**config.mk**
```make
export PLATFORM = sky130hd
export DESIGN_NAME = instr_decode_stage
export DESIGN_NICKNAME = d
export VERILOG_FILES = /design/src/rtl/instr_decode_stage.sv
export SDC_FILE = /design/constraint.sdc
export NUM_CORES = 1
export LEC_CHECK = 0
export ABC_AREA = 1
export CAP_MARGIN = 15
export CORE_MARGIN = 5
export CORE_UTILIZATION = 30
export DETAILED_ROUTE_END_ITERATION = 10
export SETUP_SLACK_MARGIN = 0.1
export SLEW_MARGIN = 10
export SYNTH_ARGS = -nofsm -noshare
export SYNTH_HDL_FRONTEND = slang
export SYNTH_SLANG_ARGS = --single-unit
```
**constraint.sdc**
```tcl
create_clock -name clk -period 1.4 [get_ports clk]
set_input_delay 0.14 -clock clk [delete_from_list [all_inputs] [get_ports clk]]
set_output_delay 0.14 -clock clk [all_outputs]
set_load 0.01 [all_outputs]
```
**src/rtl/instr_decode_stage.sv**
```systemverilog
// RV32 decode stage: each accepted word is decoded at push time and stored in a
// 2-entry FIFO. The head entry is held in dedicated registers so every output
// comes straight from a flop. Saturating counters track pops and illegal pops.
module instr_decode_stage #(
  parameter int unsigned CNT_W = 16
) (
  input  logic             clk,
  input  logic             rst_n,
  input  logic             in_valid,
  output logic             in_ready,
  input  logic [31:0]      instr,
  input  logic [31:0]      pc,
  input  logic             flush,
  output logic             out_valid,
  input  logic             out_ready,
  output logic [31:0]      out_pc,
  output logic [2:0]       funct3,
  output logic [11:0]      imm,
  output logic [4:0]       rd,
  output logic [4:0]       rs1,
  output logic [4:0]       rs2,
  output logic [1:0]       cls,
  output logic             sra,
  output logic             illegal,
  output logic [CNT_W-1:0] dec_count,
  output logic [CNT_W-1:0] ill_count
);

  typedef enum logic [1:0] {EMPTY, ONE, FULL} state_e;

  typedef struct packed {
    logic [31:0] pc;
    logic [2:0]  f3;
    logic [11:0] imm;
    logic [4:0]  rd;
    logic [4:0]  rs1;
    logic [4:0]  rs2;
    logic [1:0]  cls;
    logic        sra;
    logic        ill;
  } entry_t;

  localparam logic [6:0] OPC_OPIMM = 7'b0010011;
  localparam logic [6:0] OPC_OP    = 7'b0110011;
  localparam logic [6:0] OPC_LOAD  = 7'b0000011;
  localparam logic [6:0] F7_ALT    = 7'b0100000;

  state_e           state_q, state_d;
  logic             live_q;
  entry_t           mem_q [2];
  entry_t           head_q, head_d, dec_e;
  logic             wr_ptr_q, rd_ptr_q;
  logic             push, pop;
  logic [CNT_W-1:0] dec_cnt_q, ill_cnt_q;
  logic [6:0]       opcode, funct7;
  logic [2:0]       f3;

  // Decode the incoming word into a FIFO entry
  always_comb begin
    opcode    = instr[6:0];
    funct7    = instr[31:25];
    f3        = instr[14:12];
    dec_e     = '0;
    dec_e.pc  = pc;
    dec_e.f3  = f3;
    dec_e.imm = instr[31:20];
    dec_e.rd  = instr[11:7];
    dec_e.rs1 = instr[19:15];
    dec_e.rs2 = instr[24:20];
    case (opcode)
      OPC_OPIMM: begin
        dec_e.cls = 2'd0;
        if (f3 == 3'b001)      dec_e.ill = (funct7 != 7'b0);
        else if (f3 == 3'b101) dec_e.ill = !((funct7 == 7'b0) || (funct7 == F7_ALT));
        else                   dec_e.ill = 1'b0;
      end
      OPC_OP: begin
        dec_e.cls = 2'd1;
        dec_e.ill = !((funct7 == 7'b0) ||
                      ((funct7 == F7_ALT) && ((f3 == 3'b000) || (f3 == 3'b101))));
      end
      OPC_LOAD: begin
        dec_e.cls = 2'd2;
        dec_e.ill = (f3 inside {3'b011, 3'b110, 3'b111});
      end
      default: begin
        dec_e.cls = 2'd3;
        dec_e.ill = 1'b1;
      end
    endcase
    dec_e.sra = ((f3 == 3'b101) && (dec_e.cls[1] == 1'b0)) ? instr[30] : 1'b0;
  end

  // FIFO occupancy state register; live_q keeps in_ready low until the first edge after reset
  always_ff @(posedge clk or negedge rst_n) begin
    if (!rst_n) begin
      state_q <= EMPTY;
      live_q  <= 1'b0;
    end else begin
      state_q <= state_d;
      live_q  <= 1'b1;
    end
  end

  // Next occupancy from push/pop, flush overrides both
  always_comb begin
    state_d = state_q;
    if (flush) begin
      state_d = EMPTY;
    end else begin
      case (state_q)
        EMPTY:   if (push) state_d = ONE;
        ONE:     if (push && !pop) state_d = FULL;
                 else if (!push && pop) state_d = EMPTY;
        FULL:    if (pop) state_d = ONE;
        default: state_d = EMPTY;
      endcase
    end
  end

  // Handshake outputs derived from occupancy only
  always_comb begin
    out_valid = (state_q != EMPTY);
    in_ready  = live_q && (state_q != FULL);
  end

  // Transfer qualification; flush cancels both transfers
  always_comb begin
    push = in_valid && in_ready && !flush;
    pop  = out_valid && out_ready && !flush;
  end

  // Next head: the new word when it lands in an empty (or draining single) FIFO,
  // the second slot when FULL pops; otherwise the last head is held
  always_comb begin
    head_d = head_q;
    if (push && ((state_q == EMPTY) || pop)) head_d = dec_e;
    else if (pop && (state_q == FULL))       head_d = mem_q[~rd_ptr_q];
  end

  // Storage, pointers and head register
  always_ff @(posedge clk or negedge rst_n) begin
    if (!rst_n) begin
      mem_q    <= '{default: '0};
      head_q   <= '0;
      wr_ptr_q <= 1'b0;
      rd_ptr_q <= 1'b0;
    end else if (flush) begin
      wr_ptr_q <= 1'b0;
      rd_ptr_q <= 1'b0;
    end else begin
      head_q <= head_d;
      if (push) begin
        mem_q[wr_ptr_q] <= dec_e;
        wr_ptr_q        <= ~wr_ptr_q;
      end
      if (pop) rd_ptr_q <= ~rd_ptr_q;
    end
  end

  // Saturating statistics counters, advanced on pops only
  always_ff @(posedge clk or negedge rst_n) begin
    if (!rst_n) begin
      dec_cnt_q <= '0;
      ill_cnt_q <= '0;
    end else if (pop) begin
      if (dec_cnt_q != '1)               dec_cnt_q <= dec_cnt_q + CNT_W'(1);
      if (head_q.ill && ill_cnt_q != '1) ill_cnt_q <= ill_cnt_q + CNT_W'(1);
    end
  end

  // Head fields straight from the head register
  always_comb begin
    out_pc    = head_q.pc;
    funct3    = head_q.f3;
    imm       = head_q.imm;
    rd        = head_q.rd;
    rs1       = head_q.rs1;
    rs2       = head_q.rs2;
    cls       = head_q.cls;
    sra       = head_q.sra;
    illegal   = head_q.ill;
    dec_count = dec_cnt_q;
    ill_count = ill_cnt_q;
  end

endmodule
```
After elaboration in Yosys (flattened, before gate mapping)
Cells that the tools add are included.

Output and inout bits: 100. Input bits: 69. Word-level logic and storage cells: 120. Register bits: 235.

Reductions and logical operators: 36. Equal/unequal tests: 17. Add/subtract/negate cells: 2. Muxes and demuxes: 23. Bitwise logic cells: 6. $lt $le $gt $ge: 3.

Operators with widths (number): $mux 66 (6); $bwmux 132 (1); $demux 66 s1 (1); $add 16x1->16 const B (2); $ne 16x16->1 const B (2); $eq 7x6->1 const B (2); $logic_and 1x1->1 (13); $pmux 2 s3 (2); $mux 2 (5); $eq 3x3->1 const B (3); $reduce_and 2->1 (4); $reduce_bool 2->1 (4); $eq 7x2->1 const B (1); $eq 7x5->1 const B (1); $logic_not 7->1 (1); $mux 1 (7); $reduce_bool 7->1 (1); $ne 3x3->1 const B (2); $logic_not 1->1 (5); $ge 2x2->1 const B (2); $logic_or 1x1->1 (4); $ne 4x4->1 const B (1); $not 1->1 (4); $not 1->2 (2); 11 further kinds (11).

Longest topological paths before layout
Depth after elaboration: 10. Depth in mapped cells: 12. Gate-level depth less buffers: 11.

Worst setup path after synthesis
Ideal clock, no wire load.

Kind: register to register. Start point: reg ill_cnt_q[0] (netlist: ill_count[0]). End point: reg ill_cnt_q[12] (netlist: ill_count[12]). Stages on the path, launching flop included: 12. Clock period less this slack: 1.640 ns. Slack: -0.240 ns. Library setup time: 0.119 ns. Arrival time: 1.521 ns. Path buffers: 1. Data required time: 1.281 ns. Cells stage by stage: dfrtp_1 ha_1 nand3_2 nor2_4 nand3_1 clkinv_1 nand2_1 nand2_1 inv_2 buf_4 nand3b_1 nand2_1.

Word-level cells in the longest chain between the ends: 3. Elaborated cells on any way between the ends: 4. Those cells by class: add/sub: 1; eq/ne: 1; reduce/logical: 2.

RTL lines: start, declared (line 54) `logic [CNT_W-1:0] dec_cnt_q, ill_cnt_q;`; start signal, assigned (line 168) `if (head_q.ill && ill_cnt_q != '1) ill_cnt_q <= ill_cnt_q + CNT_W'(1);`; parallel branches: the longest is 3 deep, another holds $add 16x1->16.

Parallel ways; which one is timed is not known. A chain may end at the register's enable or synchronous reset.

Worst setup path in the final report
Start point: reg state_q[1]. End point: reg mem_q[54] (netlist name).

Word-level cells in the longest chain between the ends: 5.

RTL lines: start, declared (line 48) `state_e state_q, state_d;`; start signal, assigned (line 100) `state_q <= state_d;`; $ne 2x2->1 (line 124) `in_ready = live_q && (state_q != FULL);`; $logic_and 1x1->1 (line 124); $logic_and 1x1->1 (2 in series) (line 129) `push = in_valid && in_ready && !flush;`; $reduce_and 2->1 (no source line); end signal, assigned (line 144) `mem_q <= '{default: '0};`; end signal, assigned by index (line 154) `mem_q[wr_ptr_q] <= dec_e;`; end, declared (line 50) `entry_t mem_q [2];`.

No other way between the ends.

==> reports/qor.yml <==
outcome:
  outcome: "complete, but fails checks"
  violations: "negative setup slack"
sta:
  setup_viol: 219
  number_of_pins_with_negative_max_slew_slack_in_the_final_report: 0
  fmax_ghz: 0.571
  period_share_pct: 125
  timing.hold.ws_ps: 105
  layout_min_cycle_time_ps: 1750
  setup_repair_after_global_routing_missed_its_margin: "true"
  setup_total_negative_slack_ps: -52010
  setup_slack_ps: -350
  hold_viol: 0
  skew_ps: 22.5
worst_setup_path:
  critPathArrivalTime_ps: 2200
  crit_path_top_delay_cell: "sky130_fd_sc_hd__dfrtp_1"
  startpoint_class_of_the_critical_path: "register"
  timing.critical_path.slowest_cell_delay_ps: 380
  path_cells: "buf_6 -> nand2_4 -> nand3_4 -> nor2_4 -> inv_4 -> nor2_4 -> buf_12 -> buf_12 -> buf_12 -> clkbuf_16 -> nand2_2 -> o21ai_1"
  worst-setup-path-type: "reg2reg"
  cp-end-kind: "register"
  path_common_cell: "sky130_fd_sc_hd__buf_12"
  worstPathRequired_ps: 1850
  timing.critical_path.fanout_max: 5
clock_network:
  clock_sinks: 220
  clock-root-buffer: "sky130_fd_sc_hd__clkbuf_16"
  cts_made_buffers: 27
  clock_tree.htree_level_count: 1
  cts_max_path_buffers: 3
  cts_tree: "done"
  worst_skew_pair.late_latency_ps: 540
  clk_pin_slew_worst_paths_ps: 60
die:
  die-height_um: 197
  die-area_sq_mm: 0.0389
  core-area_sq_mm: 0.0346
  io-pin-count: 169
  floorplan.initialDensity_pct: 30.4
  die_width_um: 197
  placementRows: 68
yosys:
  synth.largest_area_cell: "sky130_fd_sc_hd__dfrtp_1"
  synth.net_count: 1349
  syn-cell-area_sq_mm: 0.0105
  synth.distinct_cells: 33
  synthesis.area_per_instance_sq_um: 8.23
  synthesis.instances: 1278
  yosys-top-cells-area: "sky130_fd_sc_hd__dfrtp_1 52%, sky130_fd_sc_hd__nand2_1 17%, sky130_fd_sc_hd__inv_1 3.8%"
  synthesis.yosys.warnings: 0
  synthDominantCellAreaShare_pct: 52.3
  sequential_element_share_of_the_synthesized_area_pct: 52.3
  synth_seq_cells: 220
grt:
  grt_max_degree: 63
  globalRouteOverflowTotal: 0
  first_global_vias: 10043
  wire_length_of_the_first_global_routing_pass_um: 54900
  grt_use_total_pct: 17.4
  antenna_found_initial: 1
drt:
  initialDrtViolationCount: 534
  drt-pass1-iter-count: 5
  routed_len_inst_um: 17.0
  route.layer.met1.wl_um: 15900
  vias_per_cell: 4.68
  route.met3.wl_um: 1470
  met2WireLength_um: 17700
  top_metal_layer_carrying_routed_signals: "met4"
  remaining_drc_errors: 0
  wl_final_um: 36100
  via_count: 9946
  ant_nets: 0
placement:
  port_buffers: 168
  place_hpwl_um: 20400
  gp_congestion: 0.865
final_layout:
  design.final.nets: 1720
  multi_input_area_sq_mm: 0.00512
  fillers: 3208
  finish.utilization_pct: 49.6
  layout-drive-gt1-share_pct: 38.9
  seq_area_sq_mm: 0.00551
  area.growth.synth_to_final_pct: 63.1
power_and_ir_drop:
  vdd.ir_drop.worst_uv: 1080
  leakagePower_nw: 8.31
  total_power_mw: 24.3
  power_density_mw_per_mm2: 1420
flow_run:
  maxCapViolCount: 0
worst_hold_path:
  timing.hold.worst.class: "in2async"
sequential cells by signal (all words and copies together), names as in the netlist:
register	cells
dec_count	16
rd	5
rs1	5
rd_ptr_q	1
live_q	1
illegal	1
imm	12
funct3	3
mem_q	122
ill_count	16
wr_ptr_q	1
state_q	2
cls	2
out_pc	32
sra	1
cells by family after synthesis:
kind of cell             count (synthesis)  share of synthesized area (%)
AND/OR/NAND/NOR                        628                           23.7
XOR/XNOR                                21                           1.75
buffers and inverters                  186                           8.57
adder cells (fa/ha/maj)                  2                          0.238
flip-flops                             220                           52.3
other                                    1                         0.0356
AO/OA/AOI/OAI                          220                           13.4
power by group:
part	internal [mW]	switching, mW	total (mW)
Combinational	3.86	3.93	7.79
Sequential	8.08	0.922	9.00
Clock	4.70	2.85	7.55
Total	16.6	7.70	24.3
routing by layer:
layer  GRT usage [%]  up-vias
li1                -     4815
met1            23.7     4862
met2            29.1      213
met3            2.15       56
met4            5.34        0
met5               0        -
final cells by class:
| cell class | instances | area share (%) |
|---|---|---|
| flip-flops and latches | 220 | 32.1 |
| multi-input cells | 873 | 29.8 |
| repair buffers | 409 | 26.3 |
| clock buffers | 37 | 4.62 |
| well taps | 455 | 3.32 |
| inverters | 116 | 2.69 |
| clock inverters | 13 | 1.04 |
| repair inverters | 2 | 0.0802 |
| diodes | 1 | 0.0146 |
per-stage QoR:
| stage | cell area, sq um | setup slack [ps] | std cells |
|---|---|---|---|
| floorplan | 11000 | -130 | 1278 |
| global placement | 13900 | -381 | 1966 |
| detailed placement | 13900 | -417 | 1966 |
| CTS | 16300 | -274 | 2105 |
| global route | 17200 | -435 | 2126 |
| finish | 17200 | -350 | 2126 |
cells in the final DEF, fill, tap and decap left out, drive strengths merged, types with 2 or more instances in the layout:
master,count
xnor2,3
clkbuf,46
o22ai,29
nand2,473
buf,324
clkinv,7
nand3,28
a21oi,4
nor2,106
ha,2
nor3,16
nand4,3
o211ai,32
dfrtp,220
clkdlybuf4s50,67
inv,118
clkdlybuf4s15,6
bufbuf,2
xor2,18
bufinv,4
clkinvlp,2
o21ai,154
critical path, delay by kind of cell (launching register included):
family,cells,cell delay [ps]
and+or+nand+nor,5,480
buffers and inverters,6,720
DFF,1,380
AOI/OAI and AO/OA,1,70
path summary, 6_finish.rpt:
kind                            slack (ps)                     end                    from  cells past startpoint
worst max-delay path                  -350   mem_q[54]$_DFFE_PN0P_  state_q[1]$_DFFE_PN0P_                     12
worst min-delay path                   100  out_pc[26]$_DFFE_PN0P_                   rst_n                      2
worst max register to register        -350   mem_q[54]$_DFFE_PN0P_  state_q[1]$_DFFE_PN0P_                     12
worst min register to register         470  mem_q[114]$_DFFE_PN0P_  mem_q[114]$_DFFE_PN0P_                      2
max in group asynchronous              700  mem_q[109]$_DFFE_PN0P_                   rst_n                      3
min in group clk                       220   mem_q[23]$_DFFE_PN0P_               instr[24]                      3
Yosys cell counts (all sizes together):
| cell | number |
|---|---|
| xor2 | 18 |
| a21oi | 4 |
| buf | 56 |
| o22ai | 29 |
| nor2 | 106 |
| o211ai | 32 |
| dfrtp | 220 |
| nand2 | 472 |
| inv | 114 |
| conb | 1 |
| nand3b | 1 |
| nand3 | 28 |
| nand4 | 3 |
| clkinv | 2 |
| ha | 2 |
| o21ai | 154 |
| a31oi | 1 |
| or2 | 1 |
| xnor2 | 3 |
| nor4 | 1 |
| clkbuf | 14 |
| nor3 | 16 |
what timing repair did:
item                       CTS  global route
hold endpoints to repair   220             0
cloned                      23            12
resized for setup          558           164
setup buffers               68             8
pin swaps                   22            45
hold buffers                 1             0
setup endpoints to repair  317           258
No activity file was read; power rests on OpenSTA's default activity.
